`src/rtl/mode_change_if.sv`:
```
// Config-bus bundle between the register master and the mode-change controller.
interface mode_change_if;
    logic [13:0] config_addr;
    logic        config_en;
    logic        config_wr;
    logic [31:0] config_wdata;
    logic        sel;
    logic [31:0] config_slv_rdata;
    logic        config_slv_error;

    modport master (
        output config_addr, config_en, config_wr, config_wdata, sel,
        input  config_slv_rdata, config_slv_error
    );

    modport slave (
        input  config_addr, config_en, config_wr, config_wdata, sel,
        output config_slv_rdata, config_slv_error
    );
endinterface

```
`src/rtl/mode_change_ctrl.sv`:
```
// Mode-change controller: per-mode schedule bounds table plus an armed request that commits
// on the period boundary whose period counter matches the requested target.
//
// state  | meaning
// IDLE   | no request outstanding; REQ writes accepted
// ARMED  | request latched, waiting for boundary with mc_p_cnt == tgt
// COMMIT | one-cycle settle after switching cur_mode; REQ writes rejected
module mode_change_ctrl #(
    parameter int NMODES    = 4,
    parameter int RST_MAXP1 = 1
) (
    input  logic         clk,
    input  logic         reset,
    mode_change_if.slave cfg,
    input  logic         period_boundary,
    input  logic [1:0]   mc_p_cnt,
    output logic [7:0]   stbl_min,
    output logic [7:0]   stbl_maxp1,
    output logic [2:0]   cur_mode,
    output logic         mc_pending
);
    typedef enum logic [1:0] {IDLE, ARMED, COMMIT} state_t;
    state_t state, state_next;

    // Sized for the 3-bit mode field; entries at or above NMODES are never written.
    logic [7:0]  tbl_min   [8];
    logic [7:0]  tbl_maxp1 [8];
    logic [2:0]  pend_mode;
    logic [1:0]  tgt;

    logic        access, wr;
    logic [10:0] addr;
    logic        is_req, is_stat, is_tbl;
    logic [2:0]  tbl_idx;
    logic [2:0]  req_mode;
    logic        req_err, req_valid, tbl_err, tbl_we, tgt_hit, commit;
    logic [31:0] rdata_next;
    logic        err_next;

    logic        unused_bits;
    assign unused_bits = ^{cfg.config_addr[13:11], cfg.config_wdata[31:16]};

    always_comb begin
        access    = cfg.sel & cfg.config_en;
        wr        = access & cfg.config_wr;
        addr      = cfg.config_addr[10:0];
        is_req    = (addr == 11'd0);
        is_stat   = (addr == 11'd1);
        is_tbl    = (addr >= 11'd2) && (addr < 11'(NMODES + 2));
        tbl_idx   = 3'(addr - 11'd2);
        req_mode  = cfg.config_wdata[2:0];
        req_err   = ({1'b0, req_mode} >= 4'(NMODES)) || (state != IDLE);
        req_valid = wr && is_req && !req_err && (req_mode != cur_mode);
        tbl_err   = (tbl_idx == cur_mode) || ((state == ARMED) && (tbl_idx == pend_mode));
        tbl_we    = wr && is_tbl && !tbl_err;
        tgt_hit   = (state == ARMED) && (mc_p_cnt == tgt);
        commit    = tgt_hit && period_boundary;

        rdata_next = '0;
        err_next   = 1'b0;
        if (access) begin
            if (is_req) begin
                if (cfg.config_wr) err_next = req_err;
                else rdata_next = {22'b0, tgt, 5'b0, cur_mode};
            end else if (is_stat) begin
                if (cfg.config_wr) err_next = 1'b1;
                else rdata_next = {22'b0, tgt, 1'b0, pend_mode, 3'b0, mc_pending};
            end else if (is_tbl) begin
                if (cfg.config_wr) err_next = tbl_err;
                else rdata_next = {16'b0, tbl_maxp1[tbl_idx], tbl_min[tbl_idx]};
            end else begin
                err_next = 1'b1;
            end
        end
    end

    always_comb begin
        state_next = state;
        case (state)
            IDLE:    if (req_valid) state_next = ARMED;
            ARMED:   if (commit) state_next = COMMIT;
            COMMIT:  state_next = IDLE;
            default: state_next = IDLE;
        endcase
    end

    always_ff @(posedge clk or posedge reset) begin
        if (reset) state <= IDLE;
        else       state <= state_next;
    end

    // Outputs switch on the committing edge so the old schedule finishes its period on old bounds.
    always_ff @(posedge clk or posedge reset) begin
        if (reset) begin
            for (int i = 0; i < 8; i++) begin
                tbl_min[i]   <= '0;
                tbl_maxp1[i] <= 8'(RST_MAXP1);
            end
            pend_mode            <= '0;
            tgt                  <= '0;
            cur_mode             <= '0;
            mc_pending           <= 1'b0;
            stbl_min             <= '0;
            stbl_maxp1           <= 8'(RST_MAXP1);
            cfg.config_slv_rdata <= '0;
            cfg.config_slv_error <= 1'b0;
        end else begin
            cfg.config_slv_rdata <= rdata_next;
            cfg.config_slv_error <= err_next;
            stbl_min             <= tgt_hit ? tbl_min[pend_mode] : tbl_min[cur_mode];
            if (tbl_we) begin
                tbl_min[tbl_idx]   <= cfg.config_wdata[7:0];
                tbl_maxp1[tbl_idx] <= cfg.config_wdata[15:8];
            end
            if (req_valid) begin
                pend_mode  <= req_mode;
                tgt        <= cfg.config_wdata[9:8];
                mc_pending <= 1'b1;
            end
            if (commit) begin
                cur_mode   <= pend_mode;
                stbl_maxp1 <= tbl_maxp1[pend_mode];
                mc_pending <= 1'b0;
            end
        end
    end
endmodule

```
`src/flat_wrapper.sv`:
```
// flat-port wrapper written by rule: the top's interface ports become plain ports
module mode_change_ctrl_flat 
#(
    parameter int NMODES    = 4,
    parameter int RST_MAXP1 = 1
)
  (clk, reset, period_boundary, mc_p_cnt, stbl_min, stbl_maxp1, cur_mode, mc_pending, cfg_config_addr, cfg_config_en, cfg_config_wr, cfg_config_wdata, cfg_sel, cfg_config_slv_rdata, cfg_config_slv_error);
  mode_change_if cfg_i ();
  input  logic clk;
  input  logic reset;
  input  logic period_boundary;
  input  logic [1:0] mc_p_cnt;
  output logic [7:0] stbl_min;
  output logic [7:0] stbl_maxp1;
  output logic [2:0] cur_mode;
  output logic mc_pending;
  input wire logic [$bits(cfg_i.config_addr)-1:0] cfg_config_addr;
  input wire logic [$bits(cfg_i.config_en)-1:0] cfg_config_en;
  input wire logic [$bits(cfg_i.config_wr)-1:0] cfg_config_wr;
  input wire logic [$bits(cfg_i.config_wdata)-1:0] cfg_config_wdata;
  input wire logic [$bits(cfg_i.sel)-1:0] cfg_sel;
  output wire logic [$bits(cfg_i.config_slv_rdata)-1:0] cfg_config_slv_rdata;
  output wire logic [$bits(cfg_i.config_slv_error)-1:0] cfg_config_slv_error;
  assign cfg_i.config_addr = cfg_config_addr;
  assign cfg_i.config_en = cfg_config_en;
  assign cfg_i.config_wr = cfg_config_wr;
  assign cfg_i.config_wdata = cfg_config_wdata;
  assign cfg_i.sel = cfg_sel;
  assign cfg_config_slv_rdata = cfg_i.config_slv_rdata;
  assign cfg_config_slv_error = cfg_i.config_slv_error;
  mode_change_ctrl #(.NMODES(NMODES), .RST_MAXP1(RST_MAXP1)) u_core (.clk(clk), .reset(reset), .cfg(cfg_i), .period_boundary(period_boundary), .mc_p_cnt(mc_p_cnt), .stbl_min(stbl_min), .stbl_maxp1(stbl_maxp1), .cur_mode(cur_mode), .mc_pending(mc_pending));
endmodule
```
`config.mk`:
```
export PLATFORM = sky130hd
export DESIGN_NAME = mode_change_ctrl_flat
export DESIGN_NICKNAME = d
export VERILOG_FILES = /design/src/rtl/mode_change_if.sv /design/src/rtl/mode_change_ctrl.sv /design/src/flat_wrapper.sv
export SDC_FILE = /design/constraint.sdc
export NUM_CORES = 1
export LEC_CHECK = 0
export BUFFER_PORTS_ARGS = -buffer_cell sky130_fd_sc_hd__buf_2
export CAP_MARGIN = 20
export CORE_MARGIN = 2
export CORE_UTILIZATION = 52
export DETAILED_ROUTE_END_ITERATION = 8
export PLACE_DENSITY = 0.72
export SYNTH_ARGS = -nofsm -noshare
export SYNTH_HDL_FRONTEND = slang
export SYNTH_SLANG_ARGS = --single-unit
export TNS_END_PERCENT = 30
```
`constraint.sdc`:
```
create_clock -name clk -period 10.75 [get_ports clk]
set_clock_uncertainty 0.05 [all_clocks]
set_input_delay 1.075 -clock clk [delete_from_list [all_inputs] [get_ports clk]]
set_output_delay 1.075 -clock clk [all_outputs]
set_load 0.01 [all_outputs]
```
==> impl_metrics.yaml, run 1 <==
synth:
  syn_area_um2: 9259
  syn_avg_cell_area_um2: 14.38
  async_flop_share: 1.000
  ys_ff_latch: 172
  synth_top_area_share: 0.4405
  synth_edf_count: 0
  yosysTopAreaCell: "dfrtp_1"
  synth_ff_type: "dfrtp_1"
  yosysWarnings: 0
  synthCells: 644
  seq_area_frac_synth: 0.4661
  ys_types: 49
  ys_top_cells_by_area: "dfrtp_1 (44%), mux4_2 (19%), mux2_2 (10%), mux2_4 (4.9%), mux2i_1 (2.8%)"
route:
  firstDrtPassIters: 5
  via_count: 5741
  ant_nets: 0
  routed_wl_um: 21040
  via_per_inst: 6.240
  drc: 0
  drt_iter0_drc: 442
  wire_per_inst_um: 22.87
sta:
  rsz0062_at_grt: "false"
  hold_viol: 0
  fin_tns_setup_ps: 0
  setup_viol: 0
  slew_headroom: 0.3411
  timing.final.max_slew_violations: 0
  min_period_ps: 4119
  post-route-period-util: 0.3832
  clock.fmax_ghz: 0.2428
  tightestPinTransition_ps: 985.3
grt:
  grt_pass1_wl_um: 33670
  antenna_found_initial: 0
  grt_max_degree: 97
  overflow: 0
  first_global_vias: 6147
  grt_use_total: 0.2433
min_path:
  hp-class: "reg -> reg"
  worstHoldStart: "u_core.tbl_maxp1[0]$_DFFE_PP1P_"
worst_setup_path:
  end_kind: "flip-flop"
  critPathLaunch: "cfg_config_addr[1]"
  worst_r2r_startpoint: "u_core.pend_mode[0]$_DFFE_PP0P_"
  worstPathArrival_ps: 4390
  crit_fanout: 35
  critPathRequiredTime_ps: 11020
  path_class: "in -> reg"
  start_kind: "primary input"
clock_network:
  cts_hold_buf: 0
  clock_tree.root_cell: "clkbuf_16"
  postCtsSetupBuffers: 0
  cts_buffers: 17
  path_clk_slew_ps: 70
  ctsResizeCount: 0
  tritoncts: "built"
  clock_sinks: 172
  insertion_delay_ps: 440
  htree_levels: 4
  cts_buffer_depth: 2
power_and_ir_drop:
  p_clk_frac: 0.443
  power_frac_comb: 0.049
  p_int_mw: 0.9695
  pwr-share-seq: 0.508
  power.switching_mw: 0.3077
  swShare: 0.2409
  vdd_drop_max_uv: 117.1
  leakage_nw: 4.780
  power_mw: 1.277
  p_per_area_nw_per_um2: 125.5
layout:
  final_common_cell: "dfrtp_1"
  syn2layout_area_growth_pct: 9.905
  nets: 741
  mostFrequentLayoutCells: "dfrtp_1 (162), mux2_2 (83), mux4_2 (80), buf_2 (71), nand2_1 (41)"
  drive_above_1_share: 0.4777
  fin_area_um2: 10180
  antennaDiodeCount: 0
die:
  dieArea_um2: 18890
  core_um2: 17360
  start_util: 0.5334
  row_count: 48
  die_w_um: 137.4
  ioPinCount: 107
  dieHeight_um: 137.4
flow_run:
  cap_violations: 0
place:
  gp_congestion: 0.8179
  hpwl_um: 12640
  placed_area_um2: 9639
  io_buffers: 71
outcome:
  outcome: "finished, final reports clean"
==> cells by family (layout without fill, tap and decap cells) <==
group / Yosys count / after routing / share of synthesized area
other cells: 1 / 16 / 0.0004050
fa+ha+maj: 5 / 5 / 0.006757
xor+xnor: 11 / 11 / 0.01041
flops: 172 / 172 / 0.4661
mux: 222 / 222 / 0.3759
compound gates: 45 / 45 / 0.03203
simple gates: 104 / 104 / 0.06257
buf+inv: 84 / 120 / 0.04581
==> cells in the mapped netlist (2+ instances only) <==
cell,n
nand4_1,2
mux2_2,83
buf_6,5
nor2b_1,11
a211oi_1,9
clkbuf_1,40
a21oi_1,11
dfrtp_1,163
nand2_2,4
or3_1,3
xnor2_1,8
a22oi_1,5
nor2_1,18
mux4_2,80
or4_1,2
o21ai_1,2
dfstp_2,9
buf_1,10
ha_1,5
nor3_2,2
o21ai_0,9
buf_2,6
nor3_1,6
nand2_1,41
nand3_1,2
nand2b_1,3
mux2_1,3
xor2_1,3
inv_1,6
o21a_1,2
nor4b_4,2
mux2_4,30
nand2_4,2
mux2i_1,26
buf_4,17
==> power groups by stage <==
stage / clock (mW) / sequential [mW] / combinational (mW)
after global placement: 0 / 0.661 / 0.0619
after CTS: 0.573 / 0.649 / 0.0639
after floorplan: 0 / 0.661 / 0.0451
after detailed placement: 0 / 0.661 / 0.0637
final: 0.565 / 0.649 / 0.0631
after global routing: 0.603 / 0.648 / 0.0705
==> stage by stage <==
step           std cells  setup slack [ps]  hold WS [ps]    util
2_1_floorplan        659              4980         382.4       -
3_3_place_gp         888              6219         317.1  0.5554
3_5_place_dp         888              6201         321.5  0.5554
4_1_cts              920              6639         331.8  0.5863
5_1_grt              920              6415         335.2  0.5863
6_report             920              6631         331.2  0.5863
==> cell type report <==
cell class,count,area [µm²]
fill,1345,7181
multi-input combinational,403,4576
sequential,172,4317
clock buffer,20,446.7
timing repair buffer,82,437.9
tap,225,281.5
clock inverter,12,90.09
inverter,6,27.53
==> worst paths after layout <==
check / end / slack, ps / depth (start not counted)
worst max-delay path: u_core.tbl_maxp1[21]$_DFFE_PP0P_ / 6630 / 9
worst min-delay path: u_core.tbl_maxp1[0]$_DFFE_PP1P_ / 330 / 0
worst max register to register: u_core.tbl_maxp1[21]$_DFFE_PP0P_ / 8230 / 5
worst min register to register: u_core.tbl_maxp1[0]$_DFFE_PP1P_ / 330 / 0
max in group asynchronous: u_core.pend_mode[0]$_DFFE_PP0P_ / 8290 / 3
min in group asynchronous: u_core.tbl_maxp1[59]$_DFFE_PP0P_ / 770 / 2
==> metal layers <==
| metal | global-route usage | up-vias | wire [µm] |
|---|---|---|---|
| met5 | 0 | - | 0 |
| met4 | 0.09851 | 0 | 515 |
| met3 | 0.06696 | 40 | 1448 |
| met2 | 0.3889 | 227 | 10340 |
| met1 | 0.3172 | 3043 | 8737 |
| li1 | - | 2431 | - |
==> worst max-delay path, cell delays in order <==
cell	delay [ps]
buf_2	80
buf_4	460
inv_1	350
ha_1	490
xnor2_1	140
nor2_1	70
a31oi_2	580
nand2_2	640
mux2_4	480
==> state kept, by name, summed over array words and instances (netlist names), 2 cells and up <==
register	cells
u_core.stbl_maxp1	8
u_core.stbl_min	8
u_core.cfg.config_slv_rdata	16
u_core.state	2
u_core.tbl_min	64
u_core.cur_mode	3
u_core.tgt	2
u_core.pend_mode	3
u_core.tbl_maxp1	64
(Power assumes the default switching activity.)
==> run 2, diff against run 1 <==
clock period = 4.3 ns   (was 10.75 ns; I/O delays follow)
==> run 2 against run 1 <==
  * Sequential share of layout area shrank 0.65 points
  * Final area rose by 1.6%
  * Die area stayed put
  * Critical endpoint is now u_core.tbl_maxp1[20]$_DFFE_PP0P_
  * Sequential cell count is the same
  * Utilization grew 0.92 points
  * Clock power rose to 2.8 times the previous value
  * Largest power group unchanged
  * Via count down 0.10%
  * Critical path type unchanged
==> impl_metrics.yaml, run 2 (synthesis gave the netlist of run 1 again) <==
outcome:
  outcome: "finished, final reports clean"
worst_setup_path:
  reg2reg_slack_ps: 1510
  worstPathArrival_ps: 3390
  path_buf_inv: 3
  critPathTopFamily: "simple AND/OR/NAND/NOR gates"
  crit_chain: "buf_2 -> inv_1 -> ha_1 -> buf_4 -> xnor2_1 -> nor2_1 -> a31oi_2 -> nand2_2 -> mux2_4"
  reg2reg_to: "u_core.tbl_maxp1[20]$_DFFE_PP0P_"
  reg2reg_depth: 5
  cpMaxStageDelayCell: "nand2_2"
  critPathRequiredTime_ps: 4550
  crit_fanout: 16
  start_kind: "primary input"
  path_class: "in -> reg"
  max_stage_delay_ps: 650
  worst_r2r_startpoint: "u_core.cur_mode[0]$_DFFE_PP0P_"
  end_kind: "flip-flop"
min_path:
  holdPathEnd: "u_core.tbl_min[35]$_DFFE_PP0P_"
  hp-class: "in -> reg"
  holdPathStages: 2
  worstHoldStart: "cfg_config_wdata[3]"
sta:
  hold_viol: 0
  fin_tns_setup_ps: 0
  min_period_ps: 3139
  timing.final.max_slew_violations: 0
  post-route-period-util: 0.7300
  clock.fmax_ghz: 0.3186
  slew_headroom: 0.3912
  setup_viol: 0
  tightestPinTransition_ps: 913.3
  fin_hold_ws_ps: 261.4
  rsz0062_at_grt: "false"
route:
  ant_nets: 0
  drc: 0
  via_per_inst: 6.193
  via_count: 5735
  firstDrtPassIters: 5
  wire_per_inst_um: 23.30
  routed_wl_um: 21580
  drt_iter0_drc: 499
grt:
  grt_use_total: 0.2428
  grt_max_degree: 78
  first_global_vias: 5906
  overflow: 0
  grt_pass1_wl_um: 33580
  antenna_found_initial: 0
die:
  die_w_um: 137.4
  core_um2: 17360
  ioPinCount: 107
  dieArea_um2: 18890
  row_count: 48
  dieHeight_um: 137.4
  start_util: 0.5334
clock_network:
  tritoncts: "built"
  clock_tree.root_cell: "clkbuf_16"
  cts_hold_buf: 0
  ctsResizeCount: 0
  postCtsSetupBuffers: 0
  cts_buffer_depth: 2
  cts_buffers: 17
  path_clk_slew_ps: 60
  clock_sinks: 172
  htree_levels: 4
  insertion_delay_ps: 420
power_and_ir_drop:
  power_frac_comb: 0.049
  vdd_drop_max_uv: 265.6
  pwr-share-seq: 0.478
  p_per_area_nw_per_um2: 328.3
  swShare: 0.2186
  leakage_nw: 4.869
  power.switching_mw: 0.7417
  p_clk_frac: 0.473
  p_int_mw: 2.651
layout:
  final_common_cell: "dfrtp_1"
  fin_cells: 926
  antennaDiodeCount: 0
  fill_cells: 1310
  reg.largest.list: "u_core.tbl_maxp1 x64, u_core.tbl_min x64, u_core.cfg.config_slv_rdata x16"
  mostFrequentLayoutCells: "dfrtp_1 (162), mux2_2 (83), mux4_2 (80), buf_2 (71), nand2_1 (41)"
  syn2layout_area_growth_pct: 11.62
  drive_above_1_share: 0.4807
  nets: 747
flow_run:
  cap_violations: 0
place:
  place_inst: 891
  gp_congestion: 0.8394
  io_buffers: 71
  hpwl_um: 13140
==> run 2: cell types whose count changed in the layout (fill, tap and decap cells not counted), sizes merged <==
cell and change:
buf +5, bufinv +3, clkbuf +3, clkinvlp -3
dlygate4sd3 +1, inv -3
==> run 2: worst reg2reg max path, delay by kind of cell, from the launching register on <==
kind                      cells  cell delay (ps)
and+or+nand+nor               2              740
muxes                         1              500
DFF                           1              670
xor gates and xnor gates      1              190
AOI/OAI and AO/OA             1              530
==> run 2: power groups by stage <==
stage	Combinational [mW]	Sequential, mW	Clock [mW]
after floorplan	0.113	1.65	0
after global placement	0.159	1.65	0
after detailed placement	0.164	1.65	0
after CTS	0.165	1.62	1.63
after global routing	0.184	1.62	1.69
final	0.165	1.62	1.61
==> run 2: how the worst max path moves through the flow <==
stage	from	end	slack, ps	depth (start not counted)
after floorplan	cfg_config_addr[1]	u_core.tbl_maxp1[57]$_DFFE_PP0P_	1130	11
after global placement	cfg_config_addr[1]	u_core.tbl_maxp1[20]$_DFFE_PP0P_	810	9
after detailed placement	cfg_config_addr[1]	u_core.tbl_maxp1[22]$_DFFE_PP0P_	780	9
after CTS	cfg_config_addr[1]	u_core.tbl_min[22]$_DFFE_PP0P_	1210	9
after global routing	cfg_config_addr[1]	u_core.tbl_maxp1[20]$_DFFE_PP0P_	1090	9
final	cfg_config_addr[1]	u_core.tbl_maxp1[20]$_DFFE_PP0P_	1160	9
==> run 2: area by class of cell <==
type / count / area, µm² / area share
multi-input cells: 403 / 4576 / 0.4427
flip-flops and latches: 172 / 4317 / 0.4177
repair buffers: 88 / 514.2 / 0.04976
clock buffers: 23 / 488.0 / 0.04722
well taps: 225 / 281.5 / 0.02724
clock inverters: 9 / 132.6 / 0.01283
inverters: 6 / 26.28 / 0.002542
==> run 2: per-layer routing <==
| layer | up-vias | global-route usage | wire [µm] |
|---|---|---|---|
| li1 | 2453 | - | - |
| met1 | 2990 | 0.3179 | 8982 |
| met2 | 248 | 0.4002 | 10860 |
| met3 | 44 | 0.05261 | 1242 |
| met4 | 0 | 0.09107 | 495 |
| met5 | - | 0 | 0 |
==> run 2: metrics by stage <==
stage / util / power [mW] / setup slack (ps) / instance area [µm²]
4_1_cts: 0.5931 / 3.417 / 1214 / 10290
6_report: 0.5954 / 3.393 / 1161 / 10330
5_1_grt: 0.5954 / 3.498 / 1092 / 10330
3_5_place_dp: 0.5573 / 1.816 / 775.4 / 9673
2_1_floorplan: - / 1.765 / 1129 / 9319
3_3_place_gp: 0.5573 / 1.810 / 808.1 / 9673
==> run 3, diff against run 2 <==
clock period = 2.95 ns   (was 4.3 ns; I/O delays follow)
==> run 3 against run 2 <==
  * Clock-buffer cell count stayed put
  * Utilization is 0.43 points higher
  * Hold slack worse by 300 ps
  * The flow now finishes with violations (negative hold slack)
  * Combinational power is 45% higher
  * Final area is 0.71% higher
  * Global-route usage is 0.18 points higher
  * Critical path depth is 1 lower
  * Sequential cell count stayed put
  * Setup slack worse by 600 ps
  * Highest routed layer unchanged
  * Critical path type unchanged
  * Routed wire length is 0.58% lower
==> impl_metrics.yaml, run 3 (synthesis gave the netlist of run 1 again) <==
power_and_ir_drop:
  p_per_area_nw_per_um2: 463.6
  vdd_drop_max_uv: 381.0
  power_frac_comb: 0.049
  p_int_mw: 3.754
  power.switching_mw: 1.071
  leakage_nw: 4.913
  pwr-share-seq: 0.490
  swShare: 0.2220
  p_clk_frac: 0.460
clock_network:
  clock_tree.root_cell: "clkbuf_16"
  cts_buffer_depth: 2
  insertion_delay_ps: 420
  path_clk_slew_ps: 60
  cts_buffers: 17
  clock_sinks: 172
  cts_hold_buf: 0
  tritoncts: "built"
  htree_levels: 4
  postCtsSetupBuffers: 0
  ctsResizeCount: 0
sta:
  fin_tns_setup_ps: 0
  clock.fmax_ghz: 0.4184
  setup_viol: 0
  min_period_ps: 2390
  timing.final.max_slew_violations: 0
  slew_headroom: 0.5441
  post-route-period-util: 0.8102
  tightestPinTransition_ps: 681.7
  hold_viol: 8
  fin_hold_ws_ps: -37.37
  setup_ws_ps: 560.0
  rsz0062_at_grt: "false"
die:
  dieArea_um2: 18890
  dieHeight_um: 137.4
  die_w_um: 137.4
  start_util: 0.5334
  ioPinCount: 107
  row_count: 48
  core_um2: 17360
place:
  gp_congestion: 0.8344
  io_buffers: 71
  dp_slack_ps: 131.4
  hpwl_um: 13400
  placed_area_um2: 9818
grt:
  grt_max_degree: 121
  overflow: 0
  grt_pass1_wl_um: 33970
  antenna_found_initial: 0
  grtUsageMet1: 0.3250
  first_global_vias: 6068
  grt_use_total: 0.2445
  grt-busiest-layer: "met2"
  use_met3: 0.05188
  met2_usage: 0.3980
layout:
  drive_above_1_share: 0.4902
  fin_area_um2: 10410
  final_common_cell: "dfrtp_1"
  syn2layout_area_growth_pct: 12.42
  fill_cells: 1325
  antennaDiodeCount: 0
  final_util: 0.5997
  mostFrequentLayoutCells: "dfrtp_1 (162), mux2_2 (83), mux4_2 (80), buf_2 (71), nand2_1 (41)"
  nets: 760
  reg.largest.list: "u_core.tbl_maxp1 x64, u_core.tbl_min x64, u_core.cfg.config_slv_rdata x16"
route:
  drc: 0
  via_count: 5741
  drt_iter0_drc: 393
  ant_nets: 0
  via_per_inst: 6.114
  wire_per_inst_um: 22.84
  routed_wl_um: 21450
  firstDrtPassIters: 4
min_path:
  hp-class: "in -> async"
outcome:
  failed_checks: "negative hold slack"
  outcome: "finished, violations left"
worst_setup_path:
  worstPathArrival_ps: 2650
  start_kind: "primary input"
  max_stage_delay_ps: 590
  cpMaxStageDelayCell: "a31oi_2"
  critPathRequiredTime_ps: 3210
  end_kind: "flip-flop"
  path_class: "in -> reg"
  crit_fanout: 16
  crit_chain: "buf_2 -> inv_1 -> ha_1 -> xnor2_1 -> nor2_1 -> a31oi_2 -> nand2_4 -> mux2_4"
flow_run:
  cap_violations: 0
run 3: cell type report:
class                      count  area [µm²]  area share
sequential                   172        4317      0.4147
clock inverter                 9       112.6     0.01082
multi-input combinational    403        4576      0.4396
tap                          225       281.5     0.02705
clock buffer                  23       478.0     0.04592
timing repair buffer         101       618.1     0.05938
inverter                       6       26.28    0.002524
run 3: power by group through the flow:
stage	combinational, mW	clock [mW]	sequential [mW]
final	0.239	2.22	2.36
after global routing	0.267	2.36	2.36
after CTS	0.242	2.26	2.36
after detailed placement	0.242	0	2.41
after global placement	0.233	0	2.41
after floorplan	0.165	0	2.41
run 3: path summary, 6_finish.rpt:
| check | to | cells past startpoint | slack [ps] | start |
|---|---|---|---|---|
| max in group asynchronous | u_core.pend_mode[0]$_DFFE_PP0P_ | 3 | 2300 | reset |
| max | u_core.tbl_maxp1[31]$_DFFE_PP0P_ | 8 | 560 | cfg_config_addr[1] |
| min in group clk | u_core.tbl_min[35]$_DFFE_PP0P_ | 2 | 120 | cfg_config_wdata[3] |
| max reg2reg | u_core.tbl_maxp1[31]$_DFFE_PP0P_ | 5 | 660 | u_core.pend_mode[2]$_DFFE_PP0P_ |
| min reg2reg | u_core.tbl_maxp1[0]$_DFFE_PP1P_ | 0 | 330 | u_core.tbl_maxp1[0]$_DFFE_PP1P_ |
| min | u_core.tbl_maxp1[44]$_DFFE_PP0P_ | 3 | -40 | reset |
run 3: critical path: cells and delay by family:
family,cells,cell delay [ps]
compound gates,1,590
xor+xnor,1,180
fa+ha+maj,1,380
buf+inv,2,230
mux,1,420
simple gates,2,530
run 3: metrics by stage:
step,power (mW),cells
6_report,4.825,939
5_1_grt,4.991,939
4_1_cts,4.867,939
3_5_place_dp,2.649,907
3_3_place_gp,2.641,907
2_1_floorplan,2.573,659
run 3: routing by layer:
| layer | wire, µm | share of wire | vias to the layer above |
|---|---|---|---|
| li1 | - | - | 2489 |
| met2 | 10720 | 0.50 | 203 |
| met1 | 8959 | 0.42 | 3006 |
| met3 | 1230 | 0.057 | 43 |
| met4 | 540 | 0.025 | 0 |
| met5 | 0 | 0 | - |
